**src/rtl/process_scheduler_if.sv**
```systemverilog
// Processor/PCB-facing bus of the round-robin scheduler.
// The master drives the CPU/PCB side inputs; the slave is the scheduler itself.
interface process_scheduler_if #(
    parameter int PID_W = 5
);
    logic             proc_load;
    logic [PID_W-1:0] load_pid;
    logic             yield_req;
    logic             exit_req;
    logic [31:0]      cpu_pc;
    logic [31:0]      pcb_rdata;
    logic             pcb_we;
    logic [PID_W-1:0] pcb_pid;
    logic [31:0]      pcb_wdata;
    logic             cpu_hold;
    logic             cpu_load_pc;
    logic [31:0]      cpu_new_pc;
    logic [PID_W-1:0] cur_pid;
    logic             idle;

    modport master (
        output proc_load, load_pid, yield_req, exit_req, cpu_pc, pcb_rdata,
        input  pcb_we, pcb_pid, pcb_wdata, cpu_hold, cpu_load_pc, cpu_new_pc,
               cur_pid, idle
    );

    modport slave (
        input  proc_load, load_pid, yield_req, exit_req, cpu_pc, pcb_rdata,
        output pcb_we, pcb_pid, pcb_wdata, cpu_hold, cpu_load_pc, cpu_new_pc,
               cur_pid, idle
    );
endinterface

```
**src/rtl/process_scheduler.sv**
```systemverilog
// Round-robin scheduler: preempts on a fixed quantum, on yield or on exit, and
// swaps the running PC out to / in from the process control block.
module process_scheduler #(
    parameter int NUM_PROC = 8,
    parameter int PID_W    = 5,
    parameter int QUANTUM  = 16
) (
    input logic               clk,
    input logic               reset,
    process_scheduler_if.slave bus
);
    localparam int IDX_W = $clog2(NUM_PROC);
    localparam int CNT_W = $clog2(QUANTUM);

    typedef enum logic [2:0] {
        S_IDLE,
        S_RUN,
        S_SAVE,
        S_SELECT,
        S_RESTORE,
        S_LOAD
    } state_e;

    state_e             state_q, state_d;
    logic [NUM_PROC-1:0] alive_q, alive_d;
    logic [CNT_W-1:0]   cnt_q, cnt_d;
    logic [PID_W-1:0]   cur_pid_q, cur_pid_d;
    logic [PID_W-1:0]   next_pid_q, next_pid_d;
    logic               exit_flag_q, exit_flag_d;
    logic               cpu_load_pc_q, cpu_load_pc_d;
    logic [31:0]        cpu_new_pc_q, cpu_new_pc_d;

    logic [NUM_PROC-1:0] load_hit;
    logic [NUM_PROC-1:0] exit_hit;

    // Per-slot decode; an exit clears the bit after a same-cycle load sets it.
    for (genvar gi = 0; gi < NUM_PROC; gi++) begin : g_slot
        assign load_hit[gi] = bus.proc_load && (bus.load_pid == PID_W'(gi));
        assign exit_hit[gi] = (state_q == S_RUN) && bus.exit_req &&
                              (cur_pid_q == PID_W'(gi));
    end

    // Circular search: rotate the mask so bit 0 is cur_pid+1, then pick the
    // lowest set bit; cur_pid itself lands in the last position.
    logic [IDX_W-1:0]      cur_idx;
    logic [IDX_W:0]        start_off;
    logic [2*NUM_PROC-1:0] alive_dbl;
    logic [NUM_PROC-1:0]   rot;
    logic [IDX_W-1:0]      hit_off;
    logic                  found;
    logic [IDX_W:0]        hit_sum;
    logic [IDX_W:0]        sel_full;

    assign cur_idx   = cur_pid_q[IDX_W-1:0];
    assign start_off = {1'b0, cur_idx} + (IDX_W+1)'(1);
    assign alive_dbl = {alive_q, alive_q};
    assign rot       = NUM_PROC'(alive_dbl >> start_off);
    assign found     = |rot;

    always_comb begin
        hit_off = '0;
        for (int i = NUM_PROC - 1; i >= 0; i--) begin
            if (rot[i]) hit_off = IDX_W'(i);
        end
    end

    assign hit_sum  = start_off + {1'b0, hit_off};
    assign sel_full = (hit_sum >= (IDX_W+1)'(NUM_PROC)) ?
                      hit_sum - (IDX_W+1)'(NUM_PROC) : hit_sum;

    always_comb begin
        state_d       = state_q;
        cnt_d         = cnt_q;
        cur_pid_d     = cur_pid_q;
        next_pid_d    = next_pid_q;
        exit_flag_d   = exit_flag_q;
        cpu_load_pc_d = 1'b0;
        cpu_new_pc_d  = cpu_new_pc_q;
        alive_d       = (alive_q | load_hit) & ~exit_hit;

        case (state_q)
            S_IDLE: begin
                // Looking at the incoming load lets startup reach SELECT next cycle.
                if (|alive_d) state_d = S_SELECT;
            end
            S_RUN: begin
                cnt_d = cnt_q + CNT_W'(1);
                if (bus.exit_req) begin
                    exit_flag_d = 1'b1;
                    state_d     = S_SAVE;
                end else if (bus.yield_req || (cnt_q == CNT_W'(QUANTUM - 1))) begin
                    exit_flag_d = 1'b0;
                    state_d     = S_SAVE;
                end
            end
            S_SAVE: begin
                state_d = S_SELECT;
            end
            S_SELECT: begin
                if (found) begin
                    next_pid_d = PID_W'(sel_full);
                    state_d    = S_RESTORE;
                end else begin
                    state_d = S_IDLE;
                end
            end
            S_RESTORE: begin
                state_d = S_LOAD;
            end
            S_LOAD: begin
                cpu_load_pc_d = 1'b1;
                cpu_new_pc_d  = bus.pcb_rdata;
                cur_pid_d     = next_pid_q;
                cnt_d         = '0;
                state_d       = S_RUN;
            end
            default: begin
                state_d = S_IDLE;
            end
        endcase
    end

    always_ff @(posedge clk) begin
        if (reset) begin
            state_q       <= S_IDLE;
            alive_q       <= '0;
            cnt_q         <= '0;
            cur_pid_q     <= '0;
            next_pid_q    <= '0;
            exit_flag_q   <= 1'b0;
            cpu_load_pc_q <= 1'b0;
            cpu_new_pc_q  <= '0;
        end else begin
            state_q       <= state_d;
            alive_q       <= alive_d;
            cnt_q         <= cnt_d;
            cur_pid_q     <= cur_pid_d;
            next_pid_q    <= next_pid_d;
            exit_flag_q   <= exit_flag_d;
            cpu_load_pc_q <= cpu_load_pc_d;
            cpu_new_pc_q  <= cpu_new_pc_d;
        end
    end

    assign bus.idle        = (state_q == S_IDLE);
    assign bus.cpu_hold    = (state_q != S_RUN);
    assign bus.pcb_we      = (state_q == S_SAVE) && !exit_flag_q;
    assign bus.pcb_pid     = (state_q == S_RESTORE) ? next_pid_q : cur_pid_q;
    assign bus.pcb_wdata   = (state_q == S_SAVE) ? bus.cpu_pc : 32'h0;
    assign bus.cpu_load_pc = cpu_load_pc_q;
    assign bus.cpu_new_pc  = cpu_new_pc_q;
    assign bus.cur_pid     = cur_pid_q;
endmodule

```
**src/flat_wrapper.sv**
```systemverilog
// flat-port wrapper written by rule: the top's interface ports become plain ports
module process_scheduler_flat 
#(
    parameter int NUM_PROC = 8,
    parameter int PID_W    = 5,
    parameter int QUANTUM  = 16
)
  (clk, reset, bus_proc_load, bus_load_pid, bus_yield_req, bus_exit_req, bus_cpu_pc, bus_pcb_rdata, bus_pcb_we, bus_pcb_pid, bus_pcb_wdata, bus_cpu_hold, bus_cpu_load_pc, bus_cpu_new_pc, bus_cur_pid, bus_idle);
  process_scheduler_if #(.PID_W(PID_W)) bus_i ();
  input logic clk;
  input logic reset;
  input wire logic [$bits(bus_i.proc_load)-1:0] bus_proc_load;
  input wire logic [$bits(bus_i.load_pid)-1:0] bus_load_pid;
  input wire logic [$bits(bus_i.yield_req)-1:0] bus_yield_req;
  input wire logic [$bits(bus_i.exit_req)-1:0] bus_exit_req;
  input wire logic [$bits(bus_i.cpu_pc)-1:0] bus_cpu_pc;
  input wire logic [$bits(bus_i.pcb_rdata)-1:0] bus_pcb_rdata;
  output wire logic [$bits(bus_i.pcb_we)-1:0] bus_pcb_we;
  output wire logic [$bits(bus_i.pcb_pid)-1:0] bus_pcb_pid;
  output wire logic [$bits(bus_i.pcb_wdata)-1:0] bus_pcb_wdata;
  output wire logic [$bits(bus_i.cpu_hold)-1:0] bus_cpu_hold;
  output wire logic [$bits(bus_i.cpu_load_pc)-1:0] bus_cpu_load_pc;
  output wire logic [$bits(bus_i.cpu_new_pc)-1:0] bus_cpu_new_pc;
  output wire logic [$bits(bus_i.cur_pid)-1:0] bus_cur_pid;
  output wire logic [$bits(bus_i.idle)-1:0] bus_idle;
  assign bus_i.proc_load = bus_proc_load;
  assign bus_i.load_pid = bus_load_pid;
  assign bus_i.yield_req = bus_yield_req;
  assign bus_i.exit_req = bus_exit_req;
  assign bus_i.cpu_pc = bus_cpu_pc;
  assign bus_i.pcb_rdata = bus_pcb_rdata;
  assign bus_pcb_we = bus_i.pcb_we;
  assign bus_pcb_pid = bus_i.pcb_pid;
  assign bus_pcb_wdata = bus_i.pcb_wdata;
  assign bus_cpu_hold = bus_i.cpu_hold;
  assign bus_cpu_load_pc = bus_i.cpu_load_pc;
  assign bus_cpu_new_pc = bus_i.cpu_new_pc;
  assign bus_cur_pid = bus_i.cur_pid;
  assign bus_idle = bus_i.idle;
  process_scheduler #(.NUM_PROC(NUM_PROC), .PID_W(PID_W), .QUANTUM(QUANTUM)) u_core (.clk(clk), .reset(reset), .bus(bus_i));
endmodule
```
**config.mk**
```make
export PLATFORM = sky130hd
export DESIGN_NAME = process_scheduler_flat
export DESIGN_NICKNAME = d
export VERILOG_FILES = /design/src/rtl/process_scheduler_if.sv /design/src/rtl/process_scheduler.sv /design/src/flat_wrapper.sv
export SDC_FILE = /design/constraint.sdc
export NUM_CORES = 1
export LEC_CHECK = 0
export ABC_CLOCK_PERIOD_IN_PS = 2900
export CAP_MARGIN = 30
export CORE_UTILIZATION = 41
export DETAILED_ROUTE_END_ITERATION = 12
export PLACE_DENSITY_LB_ADDON = 0.3
export SLEW_MARGIN = 15
export SYNTH_ARGS = -nofsm -noshare
export SYNTH_HDL_FRONTEND = slang
export SYNTH_SLANG_ARGS = --single-unit
```
**constraint.sdc**
```tcl
create_clock -name clk -period 2.9 [get_ports clk]
set_input_delay 0.58 -clock clk [delete_from_list [all_inputs] [get_ports clk]]
set_output_delay 0.58 -clock clk [all_outputs]
set_load 0.02 [all_outputs]
```
==> metrics.yaml <==
worst_setup_path:
  worstSetupStartpointType: "register"
  worstPathMaxFanout: 11
  end_kind: "output pin"
  criticalPathCategory: "reg -> out"
  worstPathRequired_ns: 2.32
  arrival_ns: 2.19
clock_network:
  cts-root-buf: "clkbuf_8"
  cts_hold_buf: 0
  clockBufferDepth: 2
  cts_sinks: 57
  htreeDepth: 3
  post_cts_buffers: 0
  insertion_delay_ns: 0.33
  cts_resized: 0
  cts_tree: "yes"
  numCtsBuffers: 9
  clk_pin_slew_ns: 0.06
flow_run:
  drv_cap: 0
finish:
  antenna_cells: 0
  drive_gt1_frac: 0.1002
  final_cell_mix: "149 x clkdlybuf4s50_1, 56 x dfxtp_1, 36 x and2_1, 36 x a22o_1, 21 x nor2_1"
  fin_nets: 553
  area.growth.synth_to_final_pct: 55.34
  fill_cells: 609
  final_common_cell: "clkdlybuf4s50_1"
drt:
  viasPerCell: 5.240
  num_vias: 3029
  drtPass1Iterations: 4
  wl_per_cell_um: 14.85
  ant_nets: 0
  drtIter0Drc: 154
  wirelength_um: 8583
  drc: 0
floorplanning:
  die_w_um: 88.70
  coreArea_mm2: 0.007253
  die_y_um: 88.70
  rows: 31
  die_area_mm2: 0.007867
  initial_core_util: 0.4249
  ios: 152
grt:
  grt_pass1_wl_um: 13560
  overflow: 0
  grt_max_degree: 39
  grt_pass1_vias: 2888
  grtUsageTotal: 0.2230
  grt_antenna_before_repair: 0
place:
  hpwl_um: 6294
  gp_congestion: 0.8230
  portBuffers: 149
timing:
  rsz0062_at_grt: "false"
  hold_slack_ns: 0.4847
  finalHoldViolCount: 0
  drv_slew: 0
  worst_slew_pin_slew_ns: 0.5804
  finalCritPeriodShare: 0.9567
  slew-limit-headroom: 0.6078
  clock.fmax_ghz: 0.3604
  post-route-min-period_ns: 2.774
  tns_ns: 0
  skew_ns: 0.008206
  setup-violations-final: 0
synth:
  synth-main-ff-cell: "dfxtp_1"
  netlist_area_mm2: 0.003082
  syn_avg_cell_area_um2: 9.091
  yosys.cell_types.count: 56
  async_flop_share: 0
  syn-instance-count: 339
  synth-edff-count: 0
  yosys_warnings: 0
  ys_ff_latch: 57
  synth_seq_area_share: 0.3703
worst_hold_path:
  hold_class: "reg -> reg"
pwr:
  p_leak_nw: 1.708
  p_per_area_mw_per_mm2: 412.6
  peakVddDrop_v: 0.0003487
outcome:
  outcome: "finished clean"
layout make-up:
cell class              instances  area, µm²  share of cell area
well taps                      99      123.9             0.02588
clock buffers                  10      137.6             0.02875
inverters                       9      33.78            0.007057
flip-flops and latches         57       1142              0.2386
multi-input cells             239       1750              0.3657
repair buffers                159       1567              0.3272
clock inverters                 5      32.53            0.006796
final timing paths:
check | from | endpoint | slack [ns] | depth (start not counted)
setup / recovery | u_core.state_q[2] | bus_pcb_pid[3] | 0.13 | 4
hold reg to reg | u_core.bus.cpu_new_pc[21] | u_core.bus.cpu_new_pc[21] | 0.48 | 1
hold / removal | u_core.bus.cpu_new_pc[21] | u_core.bus.cpu_new_pc[21] | 0.48 | 1
setup reg to reg | u_core.bus.cur_pid[2] | u_core.next_pid_q[2] | 0.21 | 10
layer usage:
metal | share of wire | wire length, µm | track usage
met1 | 0.43 | 3670 | 0.2832
met2 | 0.48 | 4097 | 0.3427
met3 | 0.080 | 686 | 0.08489
met4 | 0.015 | 128 | 0.08504
met5 | 0 | 0 | 0
Yosys cell counts, types with 4 or more instances:
cell type | number | area share
nor3_1 | 15 | 0.024
nor4_1 | 4 | 0.0081
a22o_1 | 36 | 0.10
nor2_1 | 22 | 0.027
buf_4 | 4 | 0.0097
nor2b_1 | 6 | 0.012
buf_2 | 7 | 0.011
dfxtp_1 | 57 | 0.37
mux2i_1 | 5 | 0.016
a21oi_1 | 19 | 0.031
nand3b_1 | 4 | 0.0097
mux2_2 | 4 | 0.015
mux4_2 | 6 | 0.044
clkbuf_1 | 20 | 0.024
inv_1 | 8 | 0.0097
nand2b_1 | 8 | 0.016
nand2_1 | 11 | 0.013
and2_1 | 36 | 0.073
o21ai_0 | 9 | 0.015
power breakdown:
group	internal, mW	leakage (nW)	total [mW]	switching, mW
Combinational	0.281	1.17	0.521	0.240
Sequential	0.798	0.460	0.821	0.0235
Clock	0.324	0.0802	0.632	0.308
Total	1.40	1.71	1.98	0.571
kinds of logic (layout without fill, tap and decap cells):
group | Yosys count | count (layout) | share of synthesized area
simple gates | 126 | 126 | 0.2452
fa+ha+maj | 4 | 4 | 0.01868
flops | 57 | 57 | 0.3703
compound gates | 89 | 89 | 0.2148
buf+inv | 44 | 183 | 0.06658
xor+xnor | 3 | 3 | 0.008528
other cells | 1 | 2 | 0.001217
mux | 15 | 15 | 0.07471
flip-flops by register name, indices dropped and copies added, names as in the netlist:
name,count
u_core.cnt_q,4
u_core.state_q,3
u_core.bus.cpu_new_pc,32
u_core.exit_flag_q,1
u_core.alive_q,8
u_core.bus.cpu_load_pc,1
u_core.next_pid_q,4
u_core.bus.cur_pid,4
critical path, cell delays in order (launching register included):
cell	delay (ns)
dfxtp_1	0.56
nor3b_1	0.24
buf_4	0.18
mux2_2	0.33
clkdlybuf4s50_1	0.55
metrics by stage:
stage	cell area (µm²)	util	setup slack (ns)	power [mW]	cells
2_1_floorplan	3085	-	0.1932	1.107	340
3_3_place_gp	4616	0.6364	0.2718	1.353	563
3_5_place_dp	4616	0.6364	0.1693	1.360	563
4_1_cts	4786	0.6598	0.09633	1.993	578
5_1_grt	4787	0.6600	0.004317	2.072	578
6_report	4787	0.6600	0.1256	1.975	578
No activity file was read; power rests on OpenSTA's default activity.
